[src/rtl/imem_loader_pkg.sv]
// rtl/imem_loader_pkg.sv - shared encodings for the imem byte-stream loader
package imem_loader_pkg;

  localparam int LEN_WIDTH = 16;

  localparam logic [2:0] LOADER_STATE_IDLE       = 3'd0;
  localparam logic [2:0] LOADER_STATE_GET_LEN_HI = 3'd1;
  localparam logic [2:0] LOADER_STATE_GET_LEN_LO = 3'd2;
  localparam logic [2:0] LOADER_STATE_GET_DATA   = 3'd3;
  localparam logic [2:0] LOADER_STATE_GET_CHK    = 3'd4;
  localparam logic [2:0] LOADER_STATE_DONE       = 3'd5;
  localparam logic [2:0] LOADER_STATE_ERROR      = 3'd6;

endpackage

[src/rtl/imem_loader_word_assembler.sv]
// rtl/imem_loader_word_assembler.sv - packs payload bytes MSB-first into words
// and keeps the running payload XOR; word_ready_o is a registered one-cycle pulse.
module loader_word_assembler
  import imem_loader_pkg::*;
(
  input  logic        clk_i,
  input  logic        rst_ni,
  input  logic        clear_i,
  input  logic        byte_valid_i,
  input  logic [7:0]  byte_i,
  output logic        word_last_o,
  output logic        word_ready_o,
  output logic [31:0] word_o,
  output logic [7:0]  xor_o
);

  logic [23:0] shift_q, shift_d;
  logic [1:0]  cnt_q, cnt_d;
  logic [7:0]  xor_q, xor_d;
  logic [31:0] word_q, word_d;
  logic        ready_q, ready_d;

  always_comb begin
    shift_d = shift_q;
    cnt_d   = cnt_q;
    xor_d   = xor_q;
    word_d  = word_q;
    ready_d = 1'b0;
    if (clear_i) begin
      shift_d = '0;
      cnt_d   = '0;
      xor_d   = '0;
    end else if (byte_valid_i) begin
      shift_d = {shift_q[15:0], byte_i};
      cnt_d   = cnt_q + 2'd1;
      xor_d   = xor_q ^ byte_i;
      if (cnt_q == 2'd3) begin
        word_d  = {shift_q, byte_i};
        ready_d = 1'b1;
      end
    end
  end

  always_ff @(posedge clk_i or negedge rst_ni) begin
    if (!rst_ni) begin
      shift_q <= '0;
      cnt_q   <= '0;
      xor_q   <= '0;
      word_q  <= '0;
      ready_q <= 1'b0;
    end else begin
      shift_q <= shift_d;
      cnt_q   <= cnt_d;
      xor_q   <= xor_d;
      word_q  <= word_d;
      ready_q <= ready_d;
    end
  end

  assign word_last_o  = (cnt_q == 2'd3);
  assign word_ready_o = ready_q;
  assign word_o       = word_q;
  assign xor_o        = xor_q;

endmodule

[src/rtl/imem_loader.sv]
// rtl/imem_loader.sv - framed byte-stream loader writing big-endian words into imem
// and holding the CPU until a checksum-verified image is in place.
module imem_loader
  import imem_loader_pkg::*;
#(
  parameter int          ADDR_WIDTH = 10,
  parameter logic [31:0] BASE_ADDR  = 32'h0000_0000
) (
  input  logic        clk_i,
  input  logic        rst_ni,
  input  logic        start_i,
  input  logic        rx_valid_i,
  input  logic [7:0]  rx_data_i,
  output logic        rx_ready_o,
  output logic        mem_we_o,
  output logic [31:0] mem_addr_o,
  output logic [31:0] mem_wdata_o,
  output logic        cpu_hold_o,
  output logic        done_o,
  output logic        error_o
);

  logic [2:0]           state_q, state_d;
  logic [7:0]           len_hi_q, len_hi_d;
  logic [LEN_WIDTH-1:0] len_q, len_d;
  logic [LEN_WIDTH:0]   word_cnt_q, word_cnt_d;
  logic [31:0]          addr_q, addr_d;

  logic                 accept, idle_like, clear, word_last, word_done;
  logic [LEN_WIDTH-1:0] rx_len;
  logic [7:0]           run_xor;

  assign rx_ready_o = (state_q == LOADER_STATE_GET_LEN_HI) || (state_q == LOADER_STATE_GET_LEN_LO) ||
                      (state_q == LOADER_STATE_GET_DATA)   || (state_q == LOADER_STATE_GET_CHK);
  assign idle_like  = (state_q == LOADER_STATE_IDLE) || (state_q == LOADER_STATE_DONE) ||
                      (state_q == LOADER_STATE_ERROR);
  assign accept     = rx_valid_i && rx_ready_o;
  assign clear      = start_i && idle_like;
  assign word_done  = accept && (state_q == LOADER_STATE_GET_DATA) && word_last;
  assign rx_len     = {len_hi_q, rx_data_i};

  loader_word_assembler u_asm (
    .clk_i        (clk_i),
    .rst_ni       (rst_ni),
    .clear_i      (clear),
    .byte_valid_i (accept && (state_q == LOADER_STATE_GET_DATA)),
    .byte_i       (rx_data_i),
    .word_last_o  (word_last),
    .word_ready_o (mem_we_o),
    .word_o       (mem_wdata_o),
    .xor_o        (run_xor)
  );

  always_comb begin
    state_d    = state_q;
    len_hi_d   = len_hi_q;
    len_d      = len_q;
    word_cnt_d = word_cnt_q;
    addr_d     = addr_q;
    case (state_q)
      LOADER_STATE_IDLE, LOADER_STATE_DONE, LOADER_STATE_ERROR: begin
        if (start_i) begin
          state_d    = LOADER_STATE_GET_LEN_HI;
          word_cnt_d = '0;
        end
      end
      LOADER_STATE_GET_LEN_HI: begin
        if (accept) begin
          len_hi_d = rx_data_i;
          state_d  = LOADER_STATE_GET_LEN_LO;
        end
      end
      LOADER_STATE_GET_LEN_LO: begin
        if (accept) begin
          len_d = rx_len;
          if (32'(rx_len) > (32'd1 << ADDR_WIDTH)) state_d = LOADER_STATE_ERROR;
          else if (rx_len == '0)                   state_d = LOADER_STATE_GET_CHK;
          else                                     state_d = LOADER_STATE_GET_DATA;
        end
      end
      LOADER_STATE_GET_DATA: begin
        // Address is latched with the 4th byte so it lines up with the registered write strobe.
        if (word_done) begin
          addr_d     = BASE_ADDR + (32'(word_cnt_q) << 2);
          word_cnt_d = word_cnt_q + (LEN_WIDTH+1)'(1);
          if (word_cnt_d == {1'b0, len_q}) state_d = LOADER_STATE_GET_CHK;
        end
      end
      LOADER_STATE_GET_CHK: begin
        if (accept) state_d = (rx_data_i == run_xor) ? LOADER_STATE_DONE : LOADER_STATE_ERROR;
      end
      default: state_d = LOADER_STATE_IDLE;
    endcase
  end

  always_ff @(posedge clk_i or negedge rst_ni) begin
    if (!rst_ni) begin
      state_q    <= LOADER_STATE_IDLE;
      len_hi_q   <= '0;
      len_q      <= '0;
      word_cnt_q <= '0;
      addr_q     <= BASE_ADDR;
    end else begin
      state_q    <= state_d;
      len_hi_q   <= len_hi_d;
      len_q      <= len_d;
      word_cnt_q <= word_cnt_d;
      addr_q     <= addr_d;
    end
  end

  assign mem_addr_o = addr_q;
  assign cpu_hold_o = (state_q != LOADER_STATE_DONE);
  assign done_o     = (state_q == LOADER_STATE_DONE);
  assign error_o    = (state_q == LOADER_STATE_ERROR);

endmodule

[config.mk]
export PLATFORM = sky130hd
export DESIGN_NAME = imem_loader
export DESIGN_NICKNAME = d
export VERILOG_FILES = /design/src/rtl/imem_loader_pkg.sv /design/src/rtl/imem_loader_word_assembler.sv /design/src/rtl/imem_loader.sv
export SDC_FILE = /design/constraint.sdc
export NUM_CORES = 1
export LEC_CHECK = 0
export ABC_AREA = 1
export CAP_MARGIN = 20
export CORE_ASPECT_RATIO = 0.5
export CORE_UTILIZATION = 45
export DETAILED_ROUTE_END_ITERATION = 10
export PLACE_DENSITY_LB_ADDON = 0.12
export SYNTH_ARGS = -nofsm -noshare
export SYNTH_HDL_FRONTEND = slang
export SYNTH_SLANG_ARGS = --single-unit
[constraint.sdc]
create_clock -name clk_i -period 2.34 [get_ports clk_i]
set_clock_uncertainty 0.05 [all_clocks]
set_input_delay 0.585 -clock clk_i [delete_from_list [all_inputs] [get_ports clk_i]]
set_output_delay 0.585 -clock clk_i [all_outputs]
set_load 0.02 [all_outputs]
==> results.cfg, run 1 <==
[yosys]
netlist_instances = 711
syn_area_um2 = 5920
post_synth_num_cell_types = 32
ys_warn_count = 0
ys_seq_area_share_pct = 54.1
synth_seq_cells = 128
syn_area_per_cell_um2 = 8.33

[critical_path]
cp.buffers_inverters = 0
cp_top_family = simple AND/OR/NAND/NOR gates
cp_cell_sequence = ha_2, nand2_2, nor2_4, nand4_1, nand2_2, nor2_1, nor2_1, nand2_1, nor2_2, nand3_2, nand2_2, nand2_2, nand2_1, nand2_1
cpMostUsedCell = nand2_2
crit_path_start = word_cnt_q[1]$_DFFE_PN0P_
slowest_stage = dfrtp_1
endpoint_kind = flip-flop
worst-r2r-setup-slack_ns = 0.19
crit_path_max_fanout = 7
cp_data_arrival_time_ns = 2.40
timing.rr.start = word_cnt_q[1]$_DFFE_PN0P_
slowest_delay_ns = 0.38
cp-start-kind = flip-flop
critical_path_class = reg -> reg
rr_worst_depth = 14
critPathRequiredTime_ns = 2.59
reg2reg_to = state_q[0]$_DFFE_PN0P_

[timing]
drv_slew = 0
max_freq_ghz = 0.465
fin_crit_ns = 2.15
finalHoldViolCount = 0
tightest_slew_ns = 0.588
setup_viol = 0
finalCritPeriodShare_pct = 92.0
slew_headroom_pct = 60.8

[status]
status = completed

[global_route]
grt_pass1_wl_um = 22800
overflow = 0
grt_max_degree = 69
track_usage_pct = 21.7
grt_pass1_vias = 4552
antenna_found_initial = 0

[cts]
cts_tree = done
holdBufCountCts = 0
clock_sinks = 128
cts_root_buffer = clkbuf_16
clockBufferDepth = 2
path_clk_slew_ns = 0.06
clock_latency_ns = 0.41
cts_buffers = 17
htree_levels = 4

[floorplanning]
core_area_um2 = 12700
num_rows = 29
die_w_um = 164
start_util_pct = 46.5
ios = 81
die-area_um2 = 13700
fp.dieH_um = 83.1

[cells_and_area]
fillers = 1148
drive_above_1_share_pct = 10.5
nets = 808
final_core_util_pct = 58.7
num_antenna_cells = 0
area_delta_synth_final_pct = 26.2

[drt]
routed_wl_um = 13600
viasPerCell = 4.91
firstDrtPassIters = 6
drc = 0
routedWlPerCell_um = 13.9
vias = 4793
drt.antenna.violating_nets = 0
drt_iter0_markers = 291

[placement]
portBuffers = 65
gp_congestion = 0.845
dp_hpwl_um = 9110

[min_path]
hold_class = in -> async

[power]
irDropWorstVdd_mv = 0.481
p_leak_uw = 0.00387
finalPower_uw = 7220
power_density_nw_per_um2 = 966

[flow_run]
timing.max_cap.violations = 0
-- how the worst max path moves through the flow --
stage	end	slack, ns	cells after the start
3_5_place_dp	state_q[0]$_DFFE_PN0P_	0.09	9
5_1_grt	state_q[2]$_DFFE_PN0P_	-0.04	14
4_1_cts	rx_ready_o	0.04	7
3_3_place_gp	rx_ready_o	0.11	7
2_1_floorplan	state_q[2]$_DFFE_PN0P_	0.52	16
6_report	state_q[0]$_DFFE_PN0P_	0.19	14
-- per-stage QoR --
step	worst slack [ns]	TNS, ns	hold slack (ns)	cell area, um2	instances
3_5_place_dp	0.0891	0	0.406	6820	942
5_1_grt	-0.0421	-0.0965	0.146	7470	977
6_report	0.188	0	0.113	7470	977
2_1_floorplan	0.518	0	0.239	5970	725
3_3_place_gp	0.112	0	0.415	6820	942
4_1_cts	0.0420	0	0.129	7430	974
-- layer usage --
metal  GRT usage, %  part of all wire (%)  vias up  wire length [um]
li1               -                     -     2397                 -
met2           32.2                    44      115              6040
met5              0                     0        -                 0
met1           31.2                    51     2269              6870
met4           7.49                  0.82        0               112
met3           4.75                   4.2       12               570
-- placed cells by master, fill, tap and decap left out, types with 2 or more instances in the layout --
master	count
nand2_1	219
dfrtp_1	125
inv_1	96
clkdlybuf4s50_1	60
o21ai_0	49
nand3_1	35
nor2_1	30
a22oi_1	25
buf_4	19
clkbuf_16	17
conb_1	15
o22ai_1	13
nand4_1	12
a21oi_1	10
xnor2_1	9
nand2_2	7
o21ai_1	7
nand3b_1	5
inv_2	4
nor2_2	4
inv_6	4
clkinvlp_4	4
buf_12	4
nor3_1	3
nor2_4	3
bufinv_16	3
clkinv_4	3
dfrtp_2	3
nor3_2	2
dlygate4sd2_1	2
-- kinds of logic after synthesis --
kind of cell	synth area share [%]
AOI/OAI and AO/OA	10.4
xor gates and xnor gates	1.48
adders and majority gates	0.422
buffers and inverters	9.97
DFF	54.1
other	0.0633
and+or+nand+nor	23.6
-- flip-flops by register name, indices dropped and copies added (netlist names) --
signal and flops:
len_hi_q 8, len_q 16, mem_addr_o 17, state_q 3, u_asm.cnt_q 2, u_asm.shift_q 24
u_asm.word_o 32, u_asm.word_ready_o 1, u_asm.xor_o 8, word_cnt_q 17
-- where the power goes --
part	total, uW	switching, uW	internal, uW
Clock	2740	1050	1690
Sequential	2900	306	2590
Combinational	1580	990	590
-- Yosys cell counts --
library cell	number	share of area [%]
nor2_1	33	2.1
or2_2	1	0.11
inv_2	4	0.25
a22oi_1	25	3.2
nand3b_1	5	0.63
nor2_2	1	0.11
a21oi_1	10	0.85
inv_1	96	6.1
a21oi_2	1	0.15
o21ai_1	7	0.59
nor3_2	2	0.34
xnor2_1	9	1.3
o21bai_1	1	0.13
clkinv_1	1	0.063
nand2_2	5	0.53
nand4_1	12	1.3
ha_1	2	0.42
and2_1	1	0.11
nor2_4	3	0.57
nor3_1	4	0.34
o21ai_0	49	4.1
xor2_1	1	0.15
nand2_1	221	14
nand3_1	36	3.0
conb_1	1	0.063
o22ai_1	13	1.4
clkbuf_1	9	0.57
nor2_8	1	0.34
buf_4	15	1.9
buf_2	13	1.1
nor4_1	1	0.11
dfrtp_1	128	54
-- final cells by class --
| type | instances | area (um2) | area share [%] |
|---|---|---|---|
| inverter | 101 | 379 | 5.07 |
| clock inverter | 14 | 181 | 2.43 |
| sequential | 128 | 3210 | 42.9 |
| timing repair buffer | 87 | 851 | 11.4 |
| multi-input combinational | 459 | 2210 | 29.6 |
| clock buffer | 18 | 429 | 5.74 |
| tap | 170 | 213 | 2.85 |
-- timing repair --
item | 4_1_cts | 5_1_grt
gates resized for setup | 7 | 14
pin swaps | 0 | 7
setup endpoints to repair | 4 | 5
hold endpoints to repair | 0 | 0
setup buffers | 0 | 3
-- worst register-to-register path, delay by kind of cell, from the launching register on --
kind / cells / cell delay, ns
and+or+nand+nor: 13 / 1.41
DFF: 1 / 0.38
adders and majority gates: 1 / 0.22
(Power assumes the default switching activity.)
==> run 2: changes to the inputs <==
clock period = 1.8 ns   (was 2.34 ns; I/O delays follow)
==> results.cfg, run 2 (same netlist as run 1, synthesis figures left out) <==
[cts]
cts_tree = done
clock_latency_ns = 0.42
clock_sinks = 128
cts_root_buffer = clkbuf_16
htree_levels = 4
path_clk_slew_ns = 0.06
clockBufferDepth = 2
cts_buffers = 17

[cells_and_area]
largest_reg_flops = 32
final_area_um2 = 8240
layout_commonest_cell = nand2_1
num_antenna_cells = 0
mostFrequentLayoutCells = nand2_1 (202), dfrtp_1 (125), inv_1 (92)
nets = 874
final_core_util_pct = 64.7
fillers = 1090
area_delta_synth_final_pct = 39.1
drive_above_1_share_pct = 22.5

[timing]
setup_viol = 7
finalCritPeriodShare_pct = 112
rsz0062_at_grt = true
fin_crit_ns = 2.01
drv_slew = 0
fin_ws_ns = -0.213
max_freq_ghz = 0.497
finalHoldViolCount = 0

[global_route]
grt_max_degree = 34
track_usage_pct = 22.9
grt_pass1_wl_um = 24300
antenna_found_initial = 0
overflow = 0
grt_pass1_vias = 4929

[floorplanning]
die-area_um2 = 13700
fp.dieH_um = 83.1
ios = 81
die_w_um = 164
num_rows = 29
core_area_um2 = 12700
start_util_pct = 46.5

[critical_path]
endpoint_kind = flip-flop
crit_path_max_fanout = 7
timing.rr.start = word_cnt_q[0]$_DFFE_PN0P_
cp_data_arrival_time_ns = 2.27
rr_worst_depth = 16
critPathRequiredTime_ns = 2.06
critical_path_class = reg -> reg
cp-start-kind = flip-flop
crit_path_start = word_cnt_q[0]$_DFFE_PN0P_

[placement]
gp_congestion = 0.839
portBuffers = 65
dp_hpwl_um = 9740
placed_cell_area_um2 = 7330

[min_path]
hold_class = reg -> reg
min_from = mem_addr_o[9]$_DFFE_PN0P_
min_path_cells = 2

[flow_run]
timing.max_cap.violations = 0

[power]
irDropWorstVdd_mv = 0.784
p_switching_uw = 3400
p_leak_uw = 0.00451
power_density_nw_per_um2 = 1240
clockPowerShare_pct = 35.4
combPwrFrac_pct = 27.2
p_int_uw = 6790
seqPwrFrac_pct = 37.3
finalPower_uw = 10200
switching_share_pct = 33.4

[drt]
drt.antenna.violating_nets = 0
drc = 0
vias = 5159
drt_iter0_markers = 265
firstDrtPassIters = 5
routed_wl_um = 14700
routedWlPerCell_um = 14.1
viasPerCell = 4.95

[status]
violations = negative setup slack
status = finished, violations left
run 2: cell types whose count changed in the layout (fill, tap and decap cells not counted), moves of 7 or more:
cell and delta:
nand2_2 +14, buf_6 +7, clkdlybuf4s50_1 -50, a22oi_1 -11, dlygate4sd2_1 +48, nand2_1 -17, a22oi_2 +11, buf_4 +56
run 2: path summary, 6_finish.rpt:
path                       slack [ns]                           end
max                             -0.21        state_q[1]$_DFFE_PN0P_
min                              0.43     mem_addr_o[9]$_DFFE_PN0P_
max reg2reg                     -0.21        state_q[1]$_DFFE_PN0P_
min reg2reg                      0.43     mem_addr_o[9]$_DFFE_PN0P_
max in group asynchronous        0.64  u_asm.word_o[19]$_DFFE_PN0P_
min in group asynchronous        0.47    u_asm.xor_o[7]$_DFFE_PN0P_
run 2: area by class of cell:
| cell class | count | area [um2] | area share (%) |
|---|---|---|---|
| Timing Repair Buffer | 152 | 1370 | 16.6 |
| Clock inverter | 13 | 175 | 2.13 |
| Clock buffer | 18 | 439 | 5.33 |
| Sequential cell | 128 | 3210 | 38.9 |
| Multi-Input combinational cell | 459 | 2420 | 29.4 |
| Inverter | 101 | 398 | 4.83 |
| Tap cell | 170 | 213 | 2.58 |
| Timing Repair inverter | 1 | 16.3 | 0.197 |
run 2: routing by layer:
metal	GRT usage, %	routed length (um)
met4	7.32	169
met2	35.7	6830
met3	4.90	656
met5	0	0
met1	31.9	7050
run 2: power by group through the flow:
stage               sequential [uW]  clock (uW)  combinational, uW
floorplan                      3700           0               1500
global placement               3780           0               2310
detailed placement             3800           0               2360
CTS                            3760        3640               2530
global route                   3870        3760               3090
finish                         3810        3610               2780
run 2: what timing repair did:
item	4_1_cts	5_1_grt
setup endpoints to repair	90	113
hold buffers	1	0
hold endpoints to repair	25	0
setup buffers	5	2
cloned	0	1
pin swaps	12	7
resized for setup	102	53
run 2: through the flow:
stage	TNS, ns	hold slack (ns)	instances	setup WS (ns)
4_1_cts	-1.14	0.431	1039	-0.210
3_5_place_dp	-18.81	0.385	1002	-0.300
6_report	-1.09	0.426	1042	-0.213
3_3_place_gp	-19.08	0.382	1002	-0.271
5_1_grt	-4.33	0.440	1042	-0.363
2_1_floorplan	0	0.104	725	0.00859
run 2: critical path, stage by stage, from the launching register on:
cell and delay (ns):
dfrtp_2 0.41, ha_4 0.18, nand2_4 0.06, nor2_4 0.22, nand3_2 0.12, nand2_2 0.10, nand2_2 0.07, nand2_2 0.08
nand2_2 0.06, inv_2 0.06, nand2_2 0.06, nor2_4 0.09, nand3_2 0.08, nand2_2 0.10, nand2_2 0.06, nand2_1 0.06
nand2_1 0.05
